<file path="src/rtl/bpsk_pkg.sv">
// Shared defaults and state encoding for the coherent BPSK demodulator.
// Imported by the MAC and the demodulator top.
package bpsk_pkg;

  localparam int SPS_DEF   = 1280;
  localparam int ACC_W_DEF = 48;
  localparam int CNT_W     = 16;
  localparam int LK_W      = 4;

  typedef enum logic [1:0] {
    IDLE  = 2'd0,
    INTEG = 2'd1,
    DUMP  = 2'd2
  } state_t;

endpackage

</file>
<file path="src/rtl/bpsk_mac.sv">
// Signed 16x16 multiply-accumulate with load, clear and hold.
// sum is the running total including the current product.
module bpsk_mac
  import bpsk_pkg::*;
#(
  parameter int ACC_W = ACC_W_DEF
) (
  input  logic                    clk,
  input  logic                    rst,
  input  logic                    load,
  input  logic                    clr,
  input  logic                    add,
  input  logic signed [15:0]      a,
  input  logic signed [15:0]      b,
  output logic signed [ACC_W-1:0] sum
);

  logic signed [31:0]      prod;
  logic signed [ACC_W-1:0] prod_x;
  logic signed [ACC_W-1:0] acc;

  assign prod   = a * b;
  assign prod_x = {{(ACC_W-32){prod[31]}}, prod};
  assign sum    = acc + prod_x;

  always_ff @(posedge clk or posedge rst) begin
    if (rst) begin
      acc <= '0;
    end else if (load) begin
      acc <= prod_x;
    end else if (clr) begin
      acc <= '0;
    end else if (add) begin
      acc <= sum;
    end
  end

endmodule

</file>
<file path="src/rtl/bpsk_demod.sv">
// Integrate-and-dump BPSK demodulator with symbol resync,
// weak-symbol flag and consecutive-strong-symbol lock detect.
module bpsk_demod
  import bpsk_pkg::*;
#(
  parameter int               SPS    = SPS_DEF,
  parameter int               ACC_W  = ACC_W_DEF,
  parameter logic [ACC_W-1:0] THRESH = ACC_W'(1024),
  parameter int               LOCK_N = 4
) (
  input  logic        clk_sig,
  input  logic        rst_sig,
  input  logic        en_p,
  input  logic [15:0] bpsk_sig,
  input  logic [15:0] carrier_sig,
  input  logic        sym_sync,
  output logic        demod_sig,
  output logic        bit_valid,
  output logic        weak_sig,
  output logic        lock_sig
);

  state_t                  state;
  logic [CNT_W-1:0]        cnt;
  logic [LK_W-1:0]         lk;
  logic [LK_W-1:0]         lk_nx;
  logic signed [ACC_W-1:0] s;
  logic [ACC_W-1:0]        mag;
  logic                    sync;
  logic                    dump;
  logic                    weak_nx;

  assign sync = en_p & sym_sync;
  assign dump = en_p & ~sym_sync & (cnt == CNT_W'(SPS - 1));

  bpsk_mac #(
    .ACC_W (ACC_W)
  ) u_mac (
    .clk  (clk_sig),
    .rst  (rst_sig),
    .load (sync),
    .clr  (dump),
    .add  (en_p),
    .a    (bpsk_sig),
    .b    (carrier_sig),
    .sum  (s)
  );

  // s = 0 has zero magnitude, so it always lands on the weak side
  assign mag     = s[ACC_W-1] ? $unsigned(-s) : $unsigned(s);
  assign weak_nx = mag < THRESH;

  always_comb begin
    lk_nx = '0;
    if (!weak_nx) begin
      lk_nx = (lk == LK_W'(LOCK_N)) ? lk : lk + LK_W'(1);
    end
  end

  always_ff @(posedge clk_sig or posedge rst_sig) begin
    if (rst_sig) begin
      state     <= IDLE;
      cnt       <= '0;
      lk        <= '0;
      demod_sig <= 1'b0;
      bit_valid <= 1'b0;
      weak_sig  <= 1'b1;
      lock_sig  <= 1'b0;
    end else begin
      bit_valid <= 1'b0;
      if (sync) begin
        cnt      <= CNT_W'(1);
        lk       <= '0;
        lock_sig <= 1'b0;
        state    <= INTEG;
      end else if (dump) begin
        cnt       <= '0;
        demod_sig <= ~s[ACC_W-1] & (|s);
        weak_sig  <= weak_nx;
        bit_valid <= 1'b1;
        lk        <= lk_nx;
        lock_sig  <= (lk_nx == LK_W'(LOCK_N));
        state     <= DUMP;
      end else if (en_p) begin
        cnt   <= cnt + CNT_W'(1);
        state <= INTEG;
      end else if (state == DUMP) begin
        state <= INTEG;
      end
    end
  end

endmodule

</file>
<file path="config.mk">
export PLATFORM = sky130hd
export DESIGN_NAME = bpsk_demod
export DESIGN_NICKNAME = d
export VERILOG_FILES = /design/src/rtl/bpsk_pkg.sv /design/src/rtl/bpsk_mac.sv /design/src/rtl/bpsk_demod.sv
export SDC_FILE = /design/constraint.sdc
export NUM_CORES = 1
export LEC_CHECK = 0
export BUFFER_PORTS_ARGS = -buffer_cell sky130_fd_sc_hd__buf_2
export CORE_UTILIZATION = 45
export DETAILED_ROUTE_END_ITERATION = 7
export GPL_TIMING_DRIVEN = 0
export SETUP_SLACK_MARGIN = 0.2
export SLEW_MARGIN = 20
export SYNTH_ARGS = -nofsm -noshare
export SYNTH_HDL_FRONTEND = slang
export SYNTH_HIERARCHICAL = 1
export SYNTH_SLANG_ARGS = --single-unit
</file>
<file path="constraint.sdc">
create_clock -name clk_sig -period 14.8 [get_ports clk_sig]
set_input_delay 0.74 -clock clk_sig [delete_from_list [all_inputs] [get_ports clk_sig]]
set_output_delay 0.74 -clock clk_sig [all_outputs]
set_load 0.01 [all_outputs]
</file>
==> metrics.md, run 1 <==
| Metric | Value |
|---|---|
| Syn avg cell area | `8.48 sq um` |
| PortBufs | `39` |
| Ranking of synthesized cells by area | `fa_1 31%, dfrtp_1 10%, ha_1 9.9%` |
| Crit end category | `flop` |
| Initial Util | `45.6%` |
| Critical path's largest stage delay | `0.60 ns` |
| Placed Area | `18000 sq um` |
| Gpl congestion | `0.959` |
| EDFF count, synth | `0` |
| Clk_lat worst skew | `0.36 ns` |
| Ys flop type | `dfrtp_1` |
| Vias in the first global route | `14000` |
| Final Max Slew Viols | `0` |
| H-tree depth | `3` |
| Clock sink total | `72` |
| Worst setup SP type | `input pin` |
| Post-route setup TNS | `0 ns` |
| First-pass GRT wire length | `73.8 mm` |
| Post-DP HPWL | `38.2 mm` |
| Io pins | `40` |
| Unrepaired setup endpoints after global routing | `no` |
| Relative slew slack | `34.9%` |
| Period utilization | `81.9%` |
| Die Wd | `197 um` |
| Post-CTS Hold Buffers | `0` |
| Synth Instances | `2020` |
| Pin count of the biggest net entering global routing | `49` |
| Overall routing resource usage | `24.0%` |
| Final wirelength | `45.3 mm` |
| Synth top area share | `30.7%` |
| Max-cap check violation count | `0` |
| Remaining antenna violation count | `0` |
| Clock Pin Slew Worst Setup and Hold Paths | `0.06 ns` |
| CP max-delay cell | `or4_1` |
| Post-synthesis cell type count | `81` |
| Cell row count | `71` |
| Post-CTS Setup Bufs | `0` |
| FF+latch count, synth | `72` |
| Root Buffer | `clkbuf_16` |
| Total grt overflow | `0` |
| Drt initial violations | `849` |
| Drt pass-1 iters | `7` |
| Area growth, synth to finish | `6.62%` |
| Endpoints failing setup | `0` |
| Final Hold Fails | `0` |
| Crit Path Max Fanout | `10` |
| Run status | `completed` |
| Post-Syn Nets | `2454` |
| Maximum clock insertion buffer count | `2` |
| Post-Synthesis Cell Area | `17100 sq um` |
| Critical path required time | `15.03 ns` |
| Fin area | `18300 sq um` |
| Placed Instances | `2570` |
| Die area | `38900 sq um` |
| WL/cell | `17.5 um` |
| Share of cells above drive strength 1 | `4.82%` |
| Via/cell ratio | `5.46` |
| PostCTS Resize Cnt | `0` |
| Inserted Clock Buffers | `9` |
| Clock period minus worst slack | `12.12 ns` |
| CP Class | `in -> reg` |
| Worst EP arrival | `12.35 ns` |
| DIE HEIGHT | `197 um` |
| Vias | `14100` |
| TritonCTS clock tree | `done` |
| Largest area contributor in the netlist | `fa_1` |
| Fmax | `0.0825 GHz` |
| Sequential area share after synthesis | `10.5%` |
| Ys Warns | `6` |
| DRC | `0` |
| Most used cell, CP | `fa_1` |
| Worst-Margin Slew | `0.969 ns` |
| Finished Layout Cells | `2586` |
| Final Skew | `0.0104 ns` |
| Final Net Count | `2504` |
| Hold Crit Class | `in -> async` |
| Async SR Flop Fraction | `100%` |
| Core Region | `37600 sq um` |
| N_diodes | `0` |
| Initial antenna violation count | `0` |
[critical path, delay by kind of cell]
family / cells / cell delay (ns)
AOI/OAI and AO/OA: 14 / 2.90
and+or+nand+nor: 12 / 3.25
buffers and inverters: 8 / 1.26
adders and majority gates: 8 / 3.75
xor gates and xnor gates: 2 / 0.42
[cells by family (layout without fill, tap and decap cells)]
| logic type | Yosys count | after routing | synth area share [%] |
|---|---|---|---|
| compound gates | 349 | 349 | 13.6 |
| xor+xnor | 92 | 92 | 4.70 |
| fa+ha+maj | 398 | 398 | 40.6 |
| buf+inv | 438 | 493 | 9.72 |
| flops | 72 | 72 | 10.5 |
| mux | 36 | 36 | 2.13 |
| simple gates | 635 | 635 | 18.8 |
[area by class of cell]
class	count	area [sq um]
tap	511	639
sequential	72	1800
multi-input combinational	1510	13700
clock buffer	10	229
timing repair buffer	39	195
buffer	71	288
inverter	367	1380
fill	3690	19300
clock inverter	6	67.6
[synthesized netlist by cell type (6+ instances only)]
cell type,number
a211oi_1,8
a21o_1,41
a21oi_1,87
a31oi_1,15
and2_1,130
and3_1,8
clkbuf_1,60
dfrtp_1,71
fa_1,263
ha_1,135
inv_1,366
mux2i_1,33
nand2_1,204
nand2b_1,13
nand3_1,40
nand4_1,15
nor2_1,112
nor2b_1,9
nor3_1,32
nor4_1,18
o211ai_1,9
o21a_1,16
o21ai_0,50
o21ai_1,25
o21bai_1,14
o22a_1,11
o22ai_1,6
o2bb2ai_1,6
or2_2,6
or3_1,12
or4_1,8
xnor2_1,66
xor2_1,26
[cells in the final DEF, fill, tap and decap left out, types with 9 or more instances in the layout]
cell       synthesis  final
a21o_1            41     41
nand4_1           15     15
dfrtp_1           71     71
fa_1             263    263
nor4_1            18     18
and2_1           130    130
o211ai_1           9      9
o21bai_1          14     14
nor2b_1            9      9
clkbuf_1          60     61
nor2_1           112    112
a21oi_1           87     87
o21a_1            16     16
nand2b_1          13     13
mux2i_1           33     33
xnor2_1           66     66
buf_2              5     44
o21ai_1           25     25
nor3_1            32     32
xor2_1            26     26
ha_1             135    135
or3_1             12     12
clkbuf_16          0      9
o22a_1            11     11
nand2_1          204    204
o21ai_0           50     50
a31oi_1           15     15
inv_1            366    365
nand3_1           40     40
[flip-flops by register name (all words and copies together), names as in the netlist]
signal and cells:
cnt 16, lock_sig 1, weak_sig 1, bit_valid 1
lk 4, demod_sig 1, u_mac/acc 48
[through the flow]
stage	hold slack [ns]	worst slack (ns)	utilization (%)
final	0.473	2.68	48.6
after global routing	0.529	1.94	48.6
after CTS	0.505	2.64	48.6
after detailed placement	0.491	2.26	47.8
after global placement	0.477	2.41	47.8
after floorplan	0.481	3.90	-
[path summary, 6_finish.rpt]
check                                    startpoint                       end  slack (ns)  cells after the start
setup / recovery                     carrier_sig[9]         lk[3]$_DFFE_PP0P_        2.68                     44
hold / removal                              rst_sig  u_mac/acc[6]$_DFFE_PP0P_        0.47                      2
setup reg to reg           u_mac/acc[3]$_DFFE_PP0P_         lk[3]$_DFFE_PP0P_        8.59                     18
hold reg to reg                lock_sig$_DFFE_PP0P_      lock_sig$_DFFE_PP0P_        0.49                      2
max in group asynchronous                   rst_sig       cnt[13]$_DFFE_PP0P_       13.63                      2
min in group clk_sig           lock_sig$_DFFE_PP0P_      lock_sig$_DFFE_PP0P_        0.49                      2
[routing by layer]
| layer | vias up | GRT usage [%] | share of wire [%] |
|---|---|---|---|
| li1 | 6669 | - | - |
| met1 | 7067 | 33.9 | 45 |
| met2 | 354 | 40.2 | 49 |
| met3 | 41 | 1.79 | 4.4 |
| met4 | 0 | 5.28 | 1.6 |
| met5 | - | 0 | 0 |
Power of run 1 is left out: the tool's default activity adds up to more than one toggle a clock period on the data nets, which glitch-free logic cannot reach.
==> inputs of run 2 (changes only) <==
- clock period: 14.8 -> 10.4 ns (I/O delays scaled with it)
==> run 2 against run 1 <==
Against the previous run:
- cell count up 5.1%
- via count up 4.3%
- hold slack worse by 0.20 ns
- clock-buffer cell count down 1
- final area up 15%
- sequential cell count unchanged
- setup slack worse by 2.6 ns
- sequential share of layout area down 1.3 points
- register-to-register slack worse by 4.1 ns
- first-iteration DRC count up 0.82%
- wire length up 11%
- die area unchanged
- largest cell class unchanged
==> metrics.md, run 2 (synthesis gave the netlist of run 1 again) <==
| Metric | Value |
|---|---|
| Crit Path Max Fanout | `8` |
| Period utilization | `99.0%` |
| Relative slew slack | `35.7%` |
| CP Class | `in -> reg` |
| Total grt overflow | `0` |
| Worst-Margin Slew | `0.965 ns` |
| Vias in the first global route | `15300` |
| Worst setup SP type | `input pin` |
| Setup slack, reg-to-reg | `4.54 ns` |
| Worst EP arrival | `10.53 ns` |
| Crit end category | `flop` |
| Vias | `14700` |
| First-pass GRT wire length | `80.6 mm` |
| Max-cap check violation count | `0` |
| Cell row count | `71` |
| Sequential cell area | `1800 sq um` |
| Pin count of the biggest net entering global routing | `49` |
| Share of cells above drive strength 1 | `20.0%` |
| Die area | `38900 sq um` |
| TritonCTS clock tree | `done` |
| Most flops, register | `u_mac/acc` |
| Clock sink total | `72` |
| Clock period minus worst slack | `10.29 ns` |
| Largest regs | `u_mac/acc x48, cnt x16, lk x4` |
| CP max-delay cell | `or4_4` |
| Drt initial violations | `856` |
| Hold Crit Class | `in -> async` |
| N_diodes | `0` |
| Fillers | `3325` |
| Final WS setup | `0.108 ns` |
| Clk_lat worst skew | `0.36 ns` |
| Via/cell ratio | `5.43` |
| PortBufs | `39` |
| Clock Pin Slew Worst Setup and Hold Paths | `0.07 ns` |
| DIE HEIGHT | `197 um` |
| Most used cell, CP | `fa_1` |
| R2R depth | `18` |
| Endpoints failing setup | `0` |
| Post-DP HPWL | `38.5 mm` |
| Final Hold Fails | `0` |
| Inserted Clock Buffers | `9` |
| Final Skew | `0.00995 ns` |
| Most frequent cells in the layout | `343 x inv_1, 251 x fa_1, 195 x nand2_1` |
| DRC | `0` |
| Final Net Count | `2635` |
| Core Region | `37600 sq um` |
| Run status | `completed` |
| Fmax | `0.0972 GHz` |
| Max reg flops | `48` |
| WL/cell | `18.5 um` |
| Overall routing resource usage | `26.5%` |
| Area growth, synth to finish | `22.7%` |
| Critical path's largest stage delay | `0.58 ns` |
| Die Wd | `197 um` |
| Critical path required time | `10.64 ns` |
| Root Buffer | `clkbuf_16` |
| Final Max Slew Viols | `0` |
| Unrepaired setup endpoints after global routing | `yes` |
| H-tree depth | `3` |
| Maximum clock insertion buffer count | `2` |
| Gpl congestion | `0.927` |
| Io pins | `40` |
| Initial antenna violation count | `0` |
| Final wirelength | `50.3 mm` |
| Most common cell after layout, fill and taps aside | `inv_1` |
| Worst slack at placement | `-1.82 ns` |
| Drt pass-1 iters | `6` |
| Multi-input gate area | `14700 sq um` |
| Remaining antenna violation count | `0` |
| Initial Util | `45.6%` |
-- run 2: area by class of cell --
cell class / instances / share of cell area, %
buffer: 71 / 3.65
inverter: 367 / 6.58
clock buffer: 9 / 1.07
timing repair buffer: 168 / 6.63
tap: 511 / 3.04
clock inverter: 7 / 0.387
sequential: 72 / 8.58
multi-input combinational: 1512 / 70.1
-- run 2: what timing repair did --
| action | in CTS | in global routing |
|---|---|---|
| endpoints found under the setup margin | 7 | 6 |
| hold buffers | 0 | 0 |
| pin swaps | 156 | 69 |
| resized for setup | 303 | 60 |
| gates cloned | 4 | 0 |
| buffers inserted | 98 | 29 |
-- run 2: worst max-delay path: cells and delay by family --
kind | cells | cell delay [ns]
compound gates | 15 | 2.82
buf+inv | 7 | 0.59
simple gates | 12 | 3.05
xor+xnor | 2 | 0.26
fa+ha+maj | 8 | 3.25
-- run 2: final timing paths --
check | start | end
min | rst_sig | u_mac/acc[10]$_DFFE_PP0P_
min reg2reg | lock_sig$_DFFE_PP0P_ | lock_sig$_DFFE_PP0P_
max in group asynchronous | rst_sig | cnt[1]$_DFFE_PP0P_
max | bpsk_sig[5] | lk[3]$_DFFE_PP0P_
min in group clk_sig | sym_sync | bit_valid$_DFF_PP0_
max reg2reg | u_mac/acc[3]$_DFFE_PP0P_ | lk[3]$_DFFE_PP0P_
-- run 2: layer usage --
metal	part of all wire, %	routed length, um	global-route usage [%]	vias to the layer above
li1	-	-	-	6930
met1	44	22000	34.3	7340
met4	3.2	1590	9.53	0
met3	4.2	2120	3.04	79
met2	49	24700	45.6	396
met5	0	0	0	-
-- run 2: through the flow --
stage	hold WS [ns]	utilization [%]	area, sq um	cells	setup TNS (ns)
3_3_place_gp	0.472	48.1	18100	2570	-11.19
3_5_place_dp	0.484	48.1	18100	2570	-11.53
6_report	0.277	55.9	21000	2717	0
2_1_floorplan	0.481	-	17300	2020	0
5_1_grt	0.344	55.9	21000	2717	-0.765
4_1_cts	0.312	54.6	20500	2688	0
Power of run 2 is left out for the same reason.
==> inputs of run 3 (changes only) <==
- clock period: 10.4 -> 12.4 ns (I/O delays scaled with it)
==> run 3 against run 2 <==
Against the previous run:
- sequential share of layout area grew 1.2 points
- core utilization fell by 7.1 points
- sequential cell count unchanged
- register-to-register slack better by 1.6 ns
- wire length is 9.9% lower
- first-iteration DRC count rose by 4.6%
- clock-buffer cell count up 1
- die area stayed put
==> metrics.md, run 3 (synthesis gave the netlist of run 1 again) <==
| Metric | Value |
|---|---|
| Run status | `completed` |
| Io pins | `40` |
| Most used cell, CP | `fa_1` |
| Most flops, register | `u_mac/acc` |
| Overall routing resource usage | `24.0%` |
| CP bufs+invs | `6` |
| Drt pass-1 iters | `6` |
| Die Wd | `197 um` |
| Remaining antenna violation count | `0` |
| Clock Pin Slew Worst Setup and Hold Paths | `0.06 ns` |
| N_diodes | `0` |
| Core Region | `37600 sq um` |
| Max reg flops | `48` |
| Most common cell after layout, fill and taps aside | `inv_1` |
| Period utilization | `93.2%` |
| Most used routing layer | `met2` |
| Via/cell ratio | `5.48` |
| M3 GR Usage | `1.79%` |
| TritonCTS clock tree | `done` |
| Fillers | `3688` |
| Post-CTS Setup Bufs | `0` |
| Crit Path Max Fanout | `10` |
| Met2 usage | `40.2%` |
| Worst-Margin Slew | `1.08 ns` |
| Worst slack at placement | `-0.0227 ns` |
| Post-route setup TNS | `0 ns` |
| Crit end category | `flop` |
| Clock period minus worst slack | `11.56 ns` |
| Crit-path leading delay family | `adder cells` |
| Unrepaired setup endpoints after global routing | `no` |
| Area growth, synth to finish | `7.10%` |
| Die area | `38900 sq um` |
| Clock sink total | `72` |
| Worst setup SP type | `input pin` |
| Vias in the first global route | `14000` |
| Endpoints failing setup | `0` |
| Final Skew | `0.00992 ns` |
| DRC | `0` |
| Critical path's largest stage delay | `0.58 ns` |
| PortBufs | `39` |
| First-pass GRT wire length | `73.8 mm` |
| Post-DP HPWL | `38.2 mm` |
| Inserted Clock Buffers | `9` |
| Drt initial violations | `895` |
| Maximum clock insertion buffer count | `2` |
| Vias | `14200` |
| Final WS setup | `0.844 ns` |
| Share of cells above drive strength 1 | `6.51%` |
| Initial antenna violation count | `0` |
| Largest regs | `u_mac/acc x48, cnt x16, lk x4` |
| Max-cap check violation count | `0` |
| Final Hold Fails | `0` |
| Clk_lat worst skew | `0.36 ns` |
| Final Core Density | `48.8%` |
| Final Net Count | `2504` |
| Met1 global-route usage | `33.9%` |
| Critical path required time | `12.63 ns` |
| Hold Crit Class | `in -> async` |
| Most frequent cells in the layout | `365 x inv_1, 262 x fa_1, 204 x nand2_1` |
| WHS | `0.353 ns` |
| Fmax | `0.0865 GHz` |
| H-tree depth | `3` |
| CP Class | `in -> reg` |
| Gpl congestion | `0.959` |
| Initial Util | `45.6%` |
| Final wirelength | `45.4 mm` |
| WL/cell | `17.5 um` |
| Root Buffer | `clkbuf_16` |
| Cell row count | `71` |
| Worst EP arrival | `11.78 ns` |
| CP max-delay cell | `or4_1` |
| DIE HEIGHT | `197 um` |
| Final Max Slew Viols | `0` |
| Total grt overflow | `0` |
| Relative slew slack | `27.4%` |
| Pin count of the biggest net entering global routing | `49` |
## run 3: changes by cell type in the layout (fill, tap and decap cells not counted), moves of 21 or more
cell      before  now
clkbuf_2       4   28
inv_1        343  365
inv_2         22    1
buf_2         19   44
ha_1         110  135
buf_4        125    0
## run 3: through the flow
stage	area, sq um	instances
final	18400	2586
after global routing	18400	2586
after CTS	18300	2586
after detailed placement	18000	2570
after global placement	18000	2570
after floorplan	17100	2020
## run 3: layout make-up
class | instances | area [sq um] | share of cell area [%]
multi-input combinational | 1510 | 13700 | 74.7
clock buffer | 10 | 229 | 1.25
inverter | 367 | 1380 | 7.52
sequential | 72 | 1800 | 9.83
timing repair buffer | 39 | 195 | 1.06
buffer | 71 | 323 | 1.76
tap | 511 | 639 | 3.48
clock inverter | 6 | 67.6 | 0.368
## run 3: worst paths after layout
| check | from | to | slack, ns | cells after the start |
|---|---|---|---|---|
| min reg2reg | lock_sig$_DFFE_PP0P_ | lock_sig$_DFFE_PP0P_ | 0.49 | 2 |
| min | rst_sig | u_mac/acc[6]$_DFFE_PP0P_ | 0.35 | 2 |
| max in group asynchronous | rst_sig | cnt[2]$_DFFE_PP0P_ | 11.35 | 2 |
| min in group clk_sig | lock_sig$_DFFE_PP0P_ | lock_sig$_DFFE_PP0P_ | 0.49 | 2 |
| max reg2reg | u_mac/acc[3]$_DFFE_PP0P_ | lk[3]$_DFFE_PP0P_ | 6.15 | 18 |
| max | carrier_sig[13] | lk[3]$_DFFE_PP0P_ | 0.84 | 42 |
## run 3: layer usage
layer | wire [um] | vias up
li1 | - | 6665
met5 | 0 | -
met3 | 2160 | 40
met1 | 20400 | 7101
met2 | 22100 | 365
met4 | 698 | 0
## run 3: repair_timing
item                       4_1_cts  5_1_grt
hold buffers                     0        0
gates resized for setup          0       65
setup endpoints to repair        0        6
Power of run 3 is left out for the same reason.
